### src/rtl/dmem_ctrl_pkg.sv
// rtl/dmem_ctrl_pkg.sv - shared types and constants for the data-memory host sequencer
`ifndef RFSZLOG2
`define RFSZLOG2 4
`endif
`ifndef WORDSZ
`define WORDSZ 16
`endif

package dmem_ctrl_pkg;
   localparam int AW_DEF     = `RFSZLOG2;
   localparam int DW_DEF     = `WORDSZ;
   localparam int FIFO_DEPTH = 2;

   typedef enum logic [1:0] {
      OP_LOAD  = 2'd0,
      OP_DUMP  = 2'd1,
      OP_RUN   = 2'd2,
      OP_CLEAR = 2'd3
   } op_e;

   typedef enum logic [2:0] {
      ST_IDLE,
      ST_LOAD,
      ST_DUMP,
      ST_RUN_REQ,
      ST_RUN,
`ifdef DMEM_CLEAR_EN
      ST_CLEAR,
`endif
      ST_DONE
   } state_e;
endpackage

### src/rtl/dmem_host_ctrl_if.sv
// rtl/dmem_host_ctrl_if.sv - host command, data streams, engine handshake and memory io port bundle
interface dmem_host_ctrl_if #(
   parameter int AW = dmem_ctrl_pkg::AW_DEF,
   parameter int DW = dmem_ctrl_pkg::DW_DEF
);
   logic          cmd_valid;
   logic          cmd_ready;
   logic [1:0]    cmd_op;
   logic [AW-1:0] cmd_addr;
   logic [AW:0]   cmd_len;
   logic          cmd_done;
   logic          in_valid;
   logic          in_ready;
   logic [DW-1:0] in_data;
   logic          out_valid;
   logic          out_ready;
   logic [DW-1:0] out_data;
   logic          run_start;
   logic          run_done;
   logic          busy;
   logic          wen_io;
   logic [AW-1:0] waddr_io;
   logic [DW-1:0] data_in;
   logic          ren_io;
   logic [AW-1:0] raddr_io;
   logic [DW-1:0] data_out;

   modport master (
      input  cmd_valid, cmd_op, cmd_addr, cmd_len, in_valid, in_data,
             out_ready, run_done, data_out,
      output cmd_ready, cmd_done, in_ready, out_valid, out_data, run_start,
             busy, wen_io, waddr_io, data_in, ren_io, raddr_io
   );

   modport slave (
      output cmd_valid, cmd_op, cmd_addr, cmd_len, in_valid, in_data,
             out_ready, run_done, data_out,
      input  cmd_ready, cmd_done, in_ready, out_valid, out_data, run_start,
             busy, wen_io, waddr_io, data_in, ren_io, raddr_io
   );
endinterface

### src/rtl/dmem_out_fifo.sv
// rtl/dmem_out_fifo.sv - two-entry synchronous FIFO buffering DUMP read data
module dmem_out_fifo
   import dmem_ctrl_pkg::*;
#(
   parameter int DW = 16
) (
   input  logic          clk,
   input  logic          rst_n,
   input  logic          clear,
   input  logic          push,
   input  logic [DW-1:0] push_data,
   input  logic          pop,
   output logic [1:0]    count,
   output logic [DW-1:0] head
);
   logic [DW-1:0] mem [FIFO_DEPTH];
   logic          rd_ptr;
   logic          wr_ptr;
   logic          pop_ok;
   logic          push_ok;

   // A full FIFO still accepts a push when the head leaves in the same cycle.
   assign pop_ok  = pop && (count != 2'd0);
   assign push_ok = push && ((count != 2'(FIFO_DEPTH)) || pop_ok);
   assign head    = mem[rd_ptr];

   always_ff @(posedge clk) begin
      if (push_ok) begin
         mem[wr_ptr] <= push_data;
      end
   end

   always_ff @(posedge clk) begin
      if (!rst_n || clear) begin
         rd_ptr <= 1'b0;
         wr_ptr <= 1'b0;
         count  <= 2'd0;
      end else begin
         if (push_ok) wr_ptr <= ~wr_ptr;
         if (pop_ok)  rd_ptr <= ~rd_ptr;
         count <= count + {1'b0, push_ok} - {1'b0, pop_ok};
      end
   end
endmodule

### src/rtl/dmem_host_ctrl.sv
// rtl/dmem_host_ctrl.sv - host LOAD/DUMP/RUN sequencer owning the dual-SRAM io ports and busy
// Optional CLEAR command (op 3 zero-fill) is built when DMEM_CLEAR_EN is defined.
module dmem_host_ctrl
   import dmem_ctrl_pkg::*;
#(
   parameter int AW = AW_DEF,
   parameter int DW = DW_DEF
) (
   input  logic          clk,
   input  logic          rst_n,
   dmem_host_ctrl_if.master bus
);
   state_e        state;
   logic [AW-1:0] addr;
   logic [AW:0]   rem;
   logic          inflight;
   logic          cmd_ready_q;
   logic          cmd_done_q;
   logic          run_start_q;
   logic          busy_q;
   logic [1:0]    fifo_count;
   logic [DW-1:0] fifo_head;
   logic [1:0]    occ;
   logic          pop;
   logic          ren;
   logic          wen;
   logic [DW-1:0] wdata;
   logic          last;

   assign last = (rem == (AW+1)'(1));
   assign pop  = (fifo_count != 2'd0) && bus.out_ready;
   assign occ  = fifo_count + {1'b0, inflight};

   // A pop this cycle frees a slot, which keeps DUMP streaming at one word per cycle.
   always_comb begin
      ren = (state == ST_DUMP) && (rem != '0) &&
            ((occ < 2'd2) || ((occ == 2'd2) && pop));
   end

   always_comb begin
      wen   = 1'b0;
      wdata = bus.in_data;
      if (state == ST_LOAD) wen = bus.in_valid;
`ifdef DMEM_CLEAR_EN
      if (state == ST_CLEAR) begin
         wen   = 1'b1;
         wdata = '0;
      end
`endif
   end

   dmem_out_fifo #(.DW(DW)) u_fifo (
      .clk       (clk),
      .rst_n     (rst_n),
      .clear     (state == ST_IDLE),
      .push      (inflight),
      .push_data (bus.data_out),
      .pop       (pop),
      .count     (fifo_count),
      .head      (fifo_head)
   );

   assign bus.cmd_ready = cmd_ready_q;
   assign bus.cmd_done  = cmd_done_q;
   assign bus.run_start = run_start_q;
   assign bus.busy      = busy_q;
   assign bus.in_ready  = (state == ST_LOAD);
   assign bus.out_valid = (fifo_count != 2'd0);
   assign bus.out_data  = fifo_head;
   assign bus.wen_io    = wen;
   assign bus.waddr_io  = addr;
   assign bus.data_in   = wdata;
   assign bus.ren_io    = ren;
   assign bus.raddr_io  = addr;

   always_ff @(posedge clk) begin
      if (!rst_n) begin
         state       <= ST_IDLE;
         addr        <= '0;
         rem         <= '0;
         inflight    <= 1'b0;
         cmd_ready_q <= 1'b1;
         cmd_done_q  <= 1'b0;
         run_start_q <= 1'b0;
         busy_q      <= 1'b0;
      end else begin
         inflight <= ren;
         case (state)
            ST_IDLE: begin
               if (bus.cmd_valid) begin
                  addr        <= bus.cmd_addr;
                  rem         <= bus.cmd_len;
                  cmd_ready_q <= 1'b0;
                  case (bus.cmd_op)
                     OP_LOAD, OP_DUMP: begin
                        if (bus.cmd_len == '0) begin
                           state      <= ST_DONE;
                           cmd_done_q <= 1'b1;
                        end else begin
                           state <= (bus.cmd_op == OP_LOAD) ? ST_LOAD : ST_DUMP;
                        end
                     end
                     OP_RUN: begin
                        state       <= ST_RUN_REQ;
                        busy_q      <= 1'b1;
                        run_start_q <= 1'b1;
                     end
                     default: begin
`ifdef DMEM_CLEAR_EN
                        if (bus.cmd_len == '0) begin
                           state      <= ST_DONE;
                           cmd_done_q <= 1'b1;
                        end else begin
                           state <= ST_CLEAR;
                        end
`else
                        state      <= ST_DONE;
                        cmd_done_q <= 1'b1;
`endif
                     end
                  endcase
               end
            end
            ST_LOAD: begin
               if (wen) begin
                  addr <= addr + 1'b1;
                  rem  <= rem - 1'b1;
                  if (last) begin
                     state      <= ST_DONE;
                     cmd_done_q <= 1'b1;
                  end
               end
            end
`ifdef DMEM_CLEAR_EN
            ST_CLEAR: begin
               addr <= addr + 1'b1;
               rem  <= rem - 1'b1;
               if (last) begin
                  state      <= ST_DONE;
                  cmd_done_q <= 1'b1;
               end
            end
`endif
            ST_DUMP: begin
               if (ren) begin
                  addr <= addr + 1'b1;
                  rem  <= rem - 1'b1;
               end
               if ((rem == '0) && !inflight && (fifo_count == 2'd0)) begin
                  state      <= ST_DONE;
                  cmd_done_q <= 1'b1;
               end
            end
            ST_RUN_REQ: begin
               run_start_q <= 1'b0;
               state       <= ST_RUN;
            end
            ST_RUN: begin
               if (bus.run_done) begin
                  state      <= ST_DONE;
                  busy_q     <= 1'b0;
                  cmd_done_q <= 1'b1;
               end
            end
            ST_DONE: begin
               cmd_done_q  <= 1'b0;
               cmd_ready_q <= 1'b1;
               state       <= ST_IDLE;
            end
            default: begin
               state       <= ST_IDLE;
               cmd_ready_q <= 1'b1;
               cmd_done_q  <= 1'b0;
               run_start_q <= 1'b0;
               busy_q      <= 1'b0;
            end
         endcase
      end
   end
endmodule

### src/flat_wrapper.sv
// flat-port wrapper written by rule: the top's interface ports become plain ports
module dmem_host_ctrl_flat import dmem_ctrl_pkg::*;
#(
   parameter int AW = AW_DEF,
   parameter int DW = DW_DEF
)
  (clk, rst_n, bus_cmd_valid, bus_cmd_op, bus_cmd_addr, bus_cmd_len, bus_in_valid, bus_in_data, bus_out_ready, bus_run_done, bus_data_out, bus_cmd_ready, bus_cmd_done, bus_in_ready, bus_out_valid, bus_out_data, bus_run_start, bus_busy, bus_wen_io, bus_waddr_io, bus_data_in, bus_ren_io, bus_raddr_io);
  dmem_host_ctrl_if #(.AW(AW), .DW(DW)) bus_i ();
  input  logic clk;
  input  logic rst_n;
  input wire logic [$bits(bus_i.cmd_valid)-1:0] bus_cmd_valid;
  input wire logic [$bits(bus_i.cmd_op)-1:0] bus_cmd_op;
  input wire logic [$bits(bus_i.cmd_addr)-1:0] bus_cmd_addr;
  input wire logic [$bits(bus_i.cmd_len)-1:0] bus_cmd_len;
  input wire logic [$bits(bus_i.in_valid)-1:0] bus_in_valid;
  input wire logic [$bits(bus_i.in_data)-1:0] bus_in_data;
  input wire logic [$bits(bus_i.out_ready)-1:0] bus_out_ready;
  input wire logic [$bits(bus_i.run_done)-1:0] bus_run_done;
  input wire logic [$bits(bus_i.data_out)-1:0] bus_data_out;
  output wire logic [$bits(bus_i.cmd_ready)-1:0] bus_cmd_ready;
  output wire logic [$bits(bus_i.cmd_done)-1:0] bus_cmd_done;
  output wire logic [$bits(bus_i.in_ready)-1:0] bus_in_ready;
  output wire logic [$bits(bus_i.out_valid)-1:0] bus_out_valid;
  output wire logic [$bits(bus_i.out_data)-1:0] bus_out_data;
  output wire logic [$bits(bus_i.run_start)-1:0] bus_run_start;
  output wire logic [$bits(bus_i.busy)-1:0] bus_busy;
  output wire logic [$bits(bus_i.wen_io)-1:0] bus_wen_io;
  output wire logic [$bits(bus_i.waddr_io)-1:0] bus_waddr_io;
  output wire logic [$bits(bus_i.data_in)-1:0] bus_data_in;
  output wire logic [$bits(bus_i.ren_io)-1:0] bus_ren_io;
  output wire logic [$bits(bus_i.raddr_io)-1:0] bus_raddr_io;
  assign bus_i.cmd_valid = bus_cmd_valid;
  assign bus_i.cmd_op = bus_cmd_op;
  assign bus_i.cmd_addr = bus_cmd_addr;
  assign bus_i.cmd_len = bus_cmd_len;
  assign bus_i.in_valid = bus_in_valid;
  assign bus_i.in_data = bus_in_data;
  assign bus_i.out_ready = bus_out_ready;
  assign bus_i.run_done = bus_run_done;
  assign bus_i.data_out = bus_data_out;
  assign bus_cmd_ready = bus_i.cmd_ready;
  assign bus_cmd_done = bus_i.cmd_done;
  assign bus_in_ready = bus_i.in_ready;
  assign bus_out_valid = bus_i.out_valid;
  assign bus_out_data = bus_i.out_data;
  assign bus_run_start = bus_i.run_start;
  assign bus_busy = bus_i.busy;
  assign bus_wen_io = bus_i.wen_io;
  assign bus_waddr_io = bus_i.waddr_io;
  assign bus_data_in = bus_i.data_in;
  assign bus_ren_io = bus_i.ren_io;
  assign bus_raddr_io = bus_i.raddr_io;
  dmem_host_ctrl #(.AW(AW), .DW(DW)) u_core (.clk(clk), .rst_n(rst_n), .bus(bus_i));
endmodule
### config.mk
export PLATFORM = sky130hd
export DESIGN_NAME = dmem_host_ctrl_flat
export DESIGN_NICKNAME = d
export VERILOG_FILES = /design/src/rtl/dmem_ctrl_pkg.sv /design/src/rtl/dmem_host_ctrl_if.sv /design/src/rtl/dmem_out_fifo.sv /design/src/rtl/dmem_host_ctrl.sv /design/src/flat_wrapper.sv
export SDC_FILE = /design/constraint.sdc
export NUM_CORES = 1
export LEC_CHECK = 0
export CAP_MARGIN = 25
export CORE_UTILIZATION = 49
export CTS_BUF_LIST = sky130_fd_sc_hd__clkbuf_4 sky130_fd_sc_hd__clkbuf_8
export DETAILED_ROUTE_END_ITERATION = 7
export GPL_ROUTABILITY_DRIVEN = 0
export PLACE_DENSITY_LB_ADDON = 0.12
export SLEW_MARGIN = 20
export SYNTH_ARGS = -nofsm -noshare
export SYNTH_HDL_FRONTEND = slang
export SYNTH_SLANG_ARGS = --single-unit
### constraint.sdc
create_clock -name clk -period 3.2 [get_ports clk]
set_clock_uncertainty 0.1 [all_clocks]
set_input_delay 0.48 -clock clk [delete_from_list [all_inputs] [get_ports clk]]
set_output_delay 0.48 -clock clk [all_outputs]
set_load 0.01 [all_outputs]
==> impl_metrics.toml <==
[run_status]
status = "finished clean"

[critical_path]
reg2reg_depth = 7
required_ns = 2.62
slowest_stage = "clkdlybuf4s50_1"
cp_common_cell = "inv_1"
critPathCaptureType = "primary output"
cp_max_fo = 6
worstSetupPathType = "flip-flop to primary output"
r2r_slack_ns = 0.86
cp.depth = 8
cp.buffers_inverters = 4
cp_top_family = "buffers and inverters"
cp-start-kind = "flip-flop"
crit_arrival_ns = 2.32
slowest_delay_ns = 0.53
crit_chain = "inv_1 > ha_1 > nor4b_1 > buf_4 > nor2_1 > nand3_1 > inv_1 > clkdlybuf4s50_1"

[synth]
yosysWarnings = 0
yosysSeqAreaShare_pct = 53.2
synth_seq_cells = 54
synthFlopType = "edfxtp_1"
netlist_instances = 239
syn-cell-area_mm2 = 0.00264
synth_top_cell_by_area = "edfxtp_1"
async_flop_share_pct = 0
synth_edf_count = 32
synthDistinctLibCells = 45
yosys-top-cells-area = "edfxtp_1 (36%), dfxtp_1 (17%), mux2_2 (6.8%)"
synth_top_area_share_pct = 36.5
syn-num-nets = 293
syn_avg_cell_area_um2 = 11.0

[cts]
clkSlewWorstSetupHoldPaths_ns = 0.10
post_cts_resize_count = 0
cts_tree = "built"
clock-root-buffer = "clkbuf_8"
htree_levels = 2
cts_made_buffers = 5
clock-sinks = 54
clk_path_buf_depth = 2
clock_latency_ns = 0.30
postCtsSetupRepairBufs = 0
ctsHoldBuffers = 0

[layout]
final_cell_mix = "clkdlybuf4s50_1 (64), edfxtp_1 (32), nor2_1 (25)"
seqCellArea_mm2 = 0.00140
fillCellCount = 453
drive_gt1_share_pct = 11.8
finalNetCount = 341
antennaDiodeCount = 0
areaGrowthSynthToFinish_pct = 25.5
multi_input_area_mm2 = 0.00101
final_common_cell = "clkdlybuf4s50_1"
final_util_pct = 64.4

[power]
finalPower_mw = 2.20
p_per_area_mw_per_mm2 = 664
leakagePower_nw = 1.18
ir_drop_v = 0.000326

[floorplan]
dieWidth_um = 75.3
pin_count = 97
rows = 26
die_h_um = 75.3
fp.dieArea_mm2 = 0.00567
coreArea_mm2 = 0.00514
start_util_pct = 51.3

[sta]
finalWorstSetupSlack_ns = 0.301
setup_viol = 0
slew_headroom_pct = 53.7
max_freq_mhz = 345
drv_slew = 0
period_needed_ns = 2.90
finalCritPeriodShare_pct = 90.6
tns_ns = 0
rsz0062_at_grt = "false"
worstMarginPinSlew_ns = 0.694
holdWs_ns = 0.364
final-hold-violation-count = 0

[drt]
drt-pass1-iter-count = 4
ant_nets = 0
wl_per_cell_um = 13.6
drc = 0
drt-total-wl_mm = 4.86
drtIter0Drc = 73
vias_per_cell = 5.28
vias = 1889

[placement]
dp_hpwl_mm = 3.51
place_ws_ns = 0.411
numPortBuffers = 64

[global_route]
antenna_found_initial = 0
grt_overflow = 0
grt_start_max_net_pins = 18
grt_use_total_pct = 18.4
first_global_vias = 1741
grt_pass1_wl_mm = 7.86

[hold_path]
hold_path_class = "flip-flop to flip-flop"
holdPathStages = 2

[run]
drv_cap = 0
==> per-stage QoR <==
step / cells / cell area, um^2
after floorplan: 239 / 2640
after detailed placement: 350 / 3220
final: 358 / 3310
after global routing: 358 / 3310
after CTS: 358 / 3310
after global placement: 350 / 3220
==> layer usage <==
metal	share of wire, %	track usage [%]	vias to the layer above	routed length (um)
li1	-	-	940	-
met1	41	21.6	883	1990
met2	51	32.7	60	2460
met3	7.0	4.63	6	342
met4	1.2	6.38	0	59
met5	0	0	-	0
==> worst min-delay path, cell delays in order, from the launching register on <==
cell	delay [ns]
dfxtp_1	0.32
nand2_1	0.05
a21oi_1	0.05
==> final cells by class <==
class	count	area share (%)
clock buffer	5	2.08
clock inverter	3	0.605
tap	70	2.65
inverter	8	0.908
multi-input combinational	148	30.7
timing repair buffer	70	20.7
sequential	54	42.4
==> logic make-up (layout without fill, tap and decap cells) <==
logic type	after synthesis	count (layout)	synth area share (%)
muxes	22	22	9.12
and+or+nand+nor	72	72	13.3
buffers and inverters	37	86	8.31
xor gates and xnor gates	5	5	1.66
AOI/OAI and AO/OA	44	44	12.1
adders and majority gates	5	5	2.37
DFF	54	54	53.2
==> synthesized netlist by cell type, drive strengths merged (4+ instances only) <==
master,instances
a21oi,8
buf,22
clkbuf,7
dfxtp,22
edfxtp,32
ha,5
inv,8
mux2,16
mux2i,6
nand2,18
nand3,4
nor2,25
nor2b,6
nor3,5
o21ai,11
o31ai,4
==> path summary, 6_finish.rpt <==
check / startpoint / endpoint
worst min register to register: u_core.bus.busy / u_core.bus.busy
worst min-delay path: u_core.bus.busy / u_core.bus.busy
worst max-delay path: u_core.rem[0] / bus_ren_io
worst max register to register: u_core.rem[0] / u_core.rem[0]
==> sequential cells by signal (all words and copies together), names as in the netlist, named ones only <==
signal,flops
u_core.bus.busy,1
u_core.rem,5
u_core.state,3
u_core.u_fifo.wr_ptr,1
u_core.u_fifo.rd_ptr,1
u_core.u_fifo.count,2
u_core.u_fifo.mem,32
u_core.inflight,1
u_core.bus.cmd_ready,1
u_core.bus.cmd_done,1
u_core.bus.raddr_io,4
u_core.bus.run_start,1
==> report_power, final <==
group | internal (mW) | switching [mW]
Sequential | 0.830 | 0.0988
Clock | 0.154 | 0.219
Combinational | 0.448 | 0.448
No activity file was read; power rests on OpenSTA's default activity.
